$ cat src/rtl/uart_pkg.sv
// ---------------------------------------------------------------------------
// uart_pkg
// Shared definitions for the UART transmit path: the transmit controller
// state encoding and the TX line-select codes that the TX mux and RX side
// also use.
//
// Contents:
//    tx_state_t     - controller states IDLE, START, DATA, PARITY, STOP
//    MUX_START      - line select for the start bit (line driven 0)
//    MUX_STOP       - line select for the stop bit and idle (line driven 1)
//    MUX_DATA       - line select for the serializer output
//    MUX_PAR        - line select for the parity bit
//    mux_for_state  - line select that belongs to each controller state
// ---------------------------------------------------------------------------
package uart_pkg;

   typedef enum logic [2:0] {
      ST_IDLE,
      ST_START,
      ST_DATA,
      ST_PARITY,
      ST_STOP
   } tx_state_t;

   localparam logic [1:0] MUX_START = 2'b00;
   localparam logic [1:0] MUX_STOP  = 2'b01;
   localparam logic [1:0] MUX_DATA  = 2'b10;
   localparam logic [1:0] MUX_PAR   = 2'b11;

   // Idle and stop both hold the line high, so they share MUX_STOP.
   function automatic logic [1:0] mux_for_state(input tx_state_t state);
      logic [1:0] sel;
      sel = MUX_STOP;
      case (state)
         ST_START:  sel = MUX_START;
         ST_DATA:   sel = MUX_DATA;
         ST_PARITY: sel = MUX_PAR;
         default:   sel = MUX_STOP;
      endcase
      return sel;
   endfunction

endpackage

$ cat src/rtl/uart_tx_ctrl_parity_calc.sv
// ---------------------------------------------------------------------------
// parity_calc
// Combinational parity generator for one byte.
//
// Ports:
//    data     in  8  byte to protect
//    par_typ  in  1  0 = even parity, 1 = odd parity
//    par_bit  out 1  parity bit that makes the total count of ones even/odd
// ---------------------------------------------------------------------------
module parity_calc (
   input  logic [7:0] data,
   input  logic       par_typ,
   output logic       par_bit
);

   // XOR-reducing the byte gives the even-parity bit; odd parity is its
   // complement, which is the same as XORing in par_typ.
   assign par_bit = (^data) ^ par_typ;

endmodule

$ cat src/rtl/uart_tx_ctrl.sv
// ---------------------------------------------------------------------------
// uart_tx_ctrl
// Frame controller for a UART transmitter. Accepts a byte, then sequences
// the TX line through start bit, eight serial data bits (shifted by an
// external serializer), an optional parity bit and a stop bit. A frame can
// be accepted in the stop cycle of the previous one, so back-to-back frames
// have no idle gap. If the serializer never reports completion, the frame
// is abandoned after TIMEOUT data cycles and frame_err pulses once.
//
// Parameters:
//    TIMEOUT     max cycles spent in DATA waiting for ser_done (<= 16)
//
// Ports:
//    clk         in  1  rising-edge clock
//    rst         in  1  synchronous active-high reset
//    p_data      in  8  byte to send, sampled when the frame is accepted
//    data_valid  in  1  send request
//    par_en      in  1  parity enable, sampled at acceptance
//    par_typ     in  1  0 = even, 1 = odd, sampled at acceptance
//    ser_done    in  1  serializer has bit 7 on the line
//    ser_en      out 1  serializer enable
//    ser_data    out 8  latched byte for the serializer
//    mux_sel     out 2  TX line select (see uart_pkg MUX_* codes)
//    par_bit     out 1  parity bit of the latched byte
//    busy        out 1  frame in progress
//    frame_err   out 1  one-cycle pulse when the serializer times out
// ---------------------------------------------------------------------------
module uart_tx_ctrl
   import uart_pkg::*;
#(
   parameter int TIMEOUT = 9
) (
   input  logic       clk,
   input  logic       rst,
   input  logic [7:0] p_data,
   input  logic       data_valid,
   input  logic       par_en,
   input  logic       par_typ,
   input  logic       ser_done,
   output logic       ser_en,
   output logic [7:0] ser_data,
   output logic [1:0] mux_sel,
   output logic       par_bit,
   output logic       busy,
   output logic       frame_err
);

   // Counter value seen during the last DATA cycle we are willing to wait.
   localparam logic [3:0] TIMEOUT_LAST = 4'(TIMEOUT - 1);

   tx_state_t  state;
   tx_state_t  next_state;
   logic [3:0] data_cnt;
   logic       lat_par_en;
   logic       lat_par_typ;
   logic       accept;
   logic       abort;

   // Next-state decision. A frame is accepted only from IDLE or STOP, so a
   // request arriving mid-frame is simply dropped. In DATA a completing
   // serializer always wins over the timeout, even on the same cycle.
   always_comb begin
      next_state = state;
      accept     = 1'b0;
      abort      = 1'b0;
      case (state)
         ST_IDLE: begin
            if (data_valid) begin
               next_state = ST_START;
               accept     = 1'b1;
            end
         end
         ST_START: begin
            next_state = ST_DATA;
         end
         ST_DATA: begin
            if (ser_done) begin
               next_state = lat_par_en ? ST_PARITY : ST_STOP;
            end else if (data_cnt == TIMEOUT_LAST) begin
               next_state = ST_IDLE;
               abort      = 1'b1;
            end
         end
         ST_PARITY: begin
            next_state = ST_STOP;
         end
         ST_STOP: begin
            if (data_valid) begin
               next_state = ST_START;
               accept     = 1'b1;
            end else begin
               next_state = ST_IDLE;
            end
         end
         default: begin
            next_state = ST_IDLE;
         end
      endcase
   end

   // State, DATA-cycle counter, frame latches and the error pulse. The
   // counter sits at zero outside DATA, so it is already cleared on entry
   // and counts the DATA cycles of this frame. Reset takes priority over
   // any pending abort, so a reset mid-frame never produces frame_err.
   always_ff @(posedge clk) begin
      if (rst) begin
         state       <= ST_IDLE;
         data_cnt    <= 4'd0;
         ser_data    <= 8'h00;
         lat_par_en  <= 1'b0;
         lat_par_typ <= 1'b0;
         frame_err   <= 1'b0;
      end else begin
         state     <= next_state;
         data_cnt  <= (state == ST_DATA) ? data_cnt + 4'd1 : 4'd0;
         frame_err <= abort;
         if (accept) begin
            ser_data    <= p_data;
            lat_par_en  <= par_en;
            lat_par_typ <= par_typ;
         end
      end
   end

   // The parity bit is derived from the latched byte and latched parity
   // type, so it equals the value computed from p_data at acceptance and
   // holds until the next acceptance (and is 0 after reset).
   parity_calc u_parity (
      .data    (ser_data),
      .par_typ (lat_par_typ),
      .par_bit (par_bit)
   );

   // Line select and busy come from the state register alone; only the
   // serializer enable looks at ser_done, dropping as soon as bit 7 is out.
   assign mux_sel = mux_for_state(state);
   assign busy    = (state != ST_IDLE);
   assign ser_en  = (state == ST_START) || ((state == ST_DATA) && !ser_done);

endmodule

$ cat config.mk
export PLATFORM = sky130hd
export DESIGN_NAME = uart_tx_ctrl
export DESIGN_NICKNAME = d
export VERILOG_FILES = /design/src/rtl/uart_pkg.sv /design/src/rtl/uart_tx_ctrl_parity_calc.sv /design/src/rtl/uart_tx_ctrl.sv
export SDC_FILE = /design/constraint.sdc
export NUM_CORES = 1
export LEC_CHECK = 0
export CELL_PAD_IN_SITES_DETAIL_PLACEMENT = 1
export CELL_PAD_IN_SITES_GLOBAL_PLACEMENT = 1
export CORE_MARGIN = 4
export CORE_UTILIZATION = 31
export DETAILED_ROUTE_END_ITERATION = 6
export PLACE_DENSITY_LB_ADDON = 0.3
export SLEW_MARGIN = 10
export SYNTH_ARGS = -nofsm -noshare
export SYNTH_HDL_FRONTEND = slang
export SYNTH_SLANG_ARGS = --single-unit
$ cat constraint.sdc
create_clock -name clk -period 2.9 [get_ports clk]
set_clock_uncertainty 0.1 [all_clocks]
set_input_delay 0.435 -clock clk [delete_from_list [all_inputs] [get_ports clk]]
set_output_delay 0.435 -clock clk [all_outputs]
set_load 0.02 [all_outputs]
==> results of run 1 <==
==> area by class of cell <==
| class | count | area, sq um | area share (%) |
|---|---|---|---|
| Clock buffer | 3 | 22.5 | 1.99 |
| Multi-Input combinational cell | 57 | 420 | 37.2 |
| Sequential cell | 18 | 360 | 31.9 |
| Inverter | 3 | 11.3 | 0.997 |
| Timing Repair Buffer | 28 | 278 | 24.6 |
| Tap cell | 30 | 37.5 | 3.32 |
==> critical path: cells and delay by family, from the launching register on <==
family	cells	cell delay (ns)
XOR/XNOR	3	0.73
flip-flops	1	0.38
buffers and inverters	1	0.62
==> worst paths after layout <==
path / from / end / slack, ns / cells past startpoint
worst max register to register: state[0] / ser_data[1] / 1.56 / 4
worst min-delay path: data_cnt[0] / data_cnt[0] / 0.37 / 1
worst min register to register: data_cnt[0] / data_cnt[0] / 0.37 / 1
worst max-delay path: ser_data[0] / par_bit / 0.37 / 4
==> flip-flops by register name (all words and copies together), names as in the netlist <==
signal / cells
data_cnt: 4
ser_data: 8
state: 3
lat_par_en: 1
frame_err: 1
lat_par_typ: 1
==> layer usage <==
metal	share of wire, %	routed length (microns)
met4	0.36	6
met1	46	772
met3	7.9	132
met2	45	754
met5	0	0
==> kinds of logic after synthesis <==
logic type      Yosys count
flops                    18
compound gates            5
mux                      10
fa+ha+maj                 2
xor+xnor                  9
simple gates             31
buf+inv                   5
==> placed cells by master, fill, tap and decap left out, types with 2 or more instances in the layout <==
| cell type | instances |
|---|---|
| clkbuf_4 | 3 |
| clkdlybuf4s50_1 | 27 |
| dfxtp_1 | 18 |
| ha_1 | 2 |
| inv_1 | 3 |
| mux2i_1 | 10 |
| nand2_1 | 2 |
| nand2b_1 | 4 |
| nand3_1 | 2 |
| nor2_1 | 16 |
| nor2b_1 | 2 |
| xnor2_1 | 5 |
| xor2_1 | 2 |
==> power groups by stage <==
stage               logic, mW  clock network (mW)  registers, mW
floorplan              0.0841                   0          0.286
global placement        0.162                   0          0.278
detailed placement      0.164                   0          0.279
CTS                     0.164               0.128          0.273
global route            0.174               0.139          0.276
finish                  0.161               0.117          0.273
==> run metrics, run 1 <==
placer congestion estimate 0.743; area share of fa/ha/maj cells after synthesis 3.12%; final setup fails 0; Compound-Gate Fraction of Synth Area 4.36%; nets 127; Cells after DPL between 100 and 150; fraction of layout cells with a size suffix above 1 about 5.5%; Final Hold Fails 0; cell taking the most area after synthesis dfxtp_1; Reg power frac 49.6%; H-tree depth 1; Synth top cells by count dfxtp_1, nor2_1, mux2i_1; IO Count 28; ys flop type dfxtp_1; DRC 0; WP data required about 2.4 ns; Inserted Clock Buffers 3; clock latency on the worst-skew pair between 0.2 and 0.3 ns; Yosys warning total 0; Vias 640; syn_nets 96; Worst-Margin Slew ~0.42 ns; Worst-path clk slew approximately 0.10 ns; most frequent CP cell xnor2_1; Die Width approximately 60 microns; most common cell in the synthesized netlist dfxtp_1; gr usage total around 10%; Seq/Total Area, Yosys between 40 and 50%; CTS max path bufs 2; fin cells 139; fin util a little under half; status completed; port bufs 27; Hold WC Path Type reg -> reg; Synth-to-Final Area Change 40.7%; antenna cells 0; row cnt 18; worst slack, placed 0.578 ns; post-synthesis mux area share between 10% and 20%; 1st-iter DRT viols 9; largest net degree at the start of global routing 13; Hold Worst Slack approximately 0.37 ns; CTS tree built; min Tclk post-route roughly 2.5 ns; vias per cell 4.60; Cell Area, Synth roughly 800 sq um; Combinational Power Share slightly below 30%; Slowest-stage cell, CP clkdlybuf4s50_1; Final Total Pwr between 0.5 and 0.6 mW; first-pass GRT wire length around 2800 microns; Routed Antenna Nets 0; GR met3 Demand/Resource 2.41%; Power Internal approximately 0.4 mW; ranking of synthesized cells by area dfxtp_1, mux2i_1, nor2_1; Gate Count Post-Synth 80; crit path DAT approximately 2.0 ns; core area around 2500 sq um; area post-placement 1110 sq um; EDFF count, synth 0; switching share of power 27.4%; fillcell total about 300; crit path max fanout 3; Simple-Gate Fraction of Synth Area between 10% and 20%; peak supply drop between 0.0002 and 0.00025 V; hold buffer count at cts 0; CTS root buffer clkbuf_4; largest family of logic cells by synthesized area simple AND/OR/NAND/NOR gates; DP HPWL 1330 microns; power share of the clock group 21.2%; Worst setup EP type output port; async set or reset register ratio after synthesis 0%; pwr/cell area roughly 490 nW/um^2; cells along the critical path xnor2_1, xnor3_1, xnor2_1, clkdlybuf4s50_1; setup ws final 0.365 ns; Most Crowded Layer GR met2; Routed WL roughly 1700 microns; Tcrit/Tclk final between 80 and 90%; fmax 0.394 GHz; post-CTS setup buffer count 0; Final Max Tran Viols 0; initial antenna violation count 0; post-CTS sizing 0; met1 Usage GRT 13.9%; Net Switching between 0.15 and 0.2 mW; met2 Track Usage GR between 15 and 20%; DR pass1 iterations 3; Crit Path Class reg -> out; XOR/XNOR share of the synthesized area between 10% and 20%; crit path launch type flip-flop; vias in the first global route 640; CP max stage delay 0.62 ns; RSZ-0062 raised after global routing false; Sum Neg Setup Slack 0 ns; design area roughly 1100 sq um; CTS sink count 18; die height ~60 microns; syn_area_per_cell 10.0 sq um; Leak 0.450 nW; Synth top area share 44.9%; grt total ovfl 0; Seq cells post-synth 18; Yosys cell types 25; max cap viols 0; Routed WL per cell between 10 and 15 microns; initial core utilization between 30% and 40%; Max-slew headroom 71.8%; total die area approximately 3500 sq um
Power figures use the tool's default switching activity.
==> run 2, diff against run 1 <==
GPL_ROUTABILITY_DRIVEN = 0   (was not set)
==> results of run 2 <==
Same layout as run 1: the final DEF is identical, and so are final timing and power.
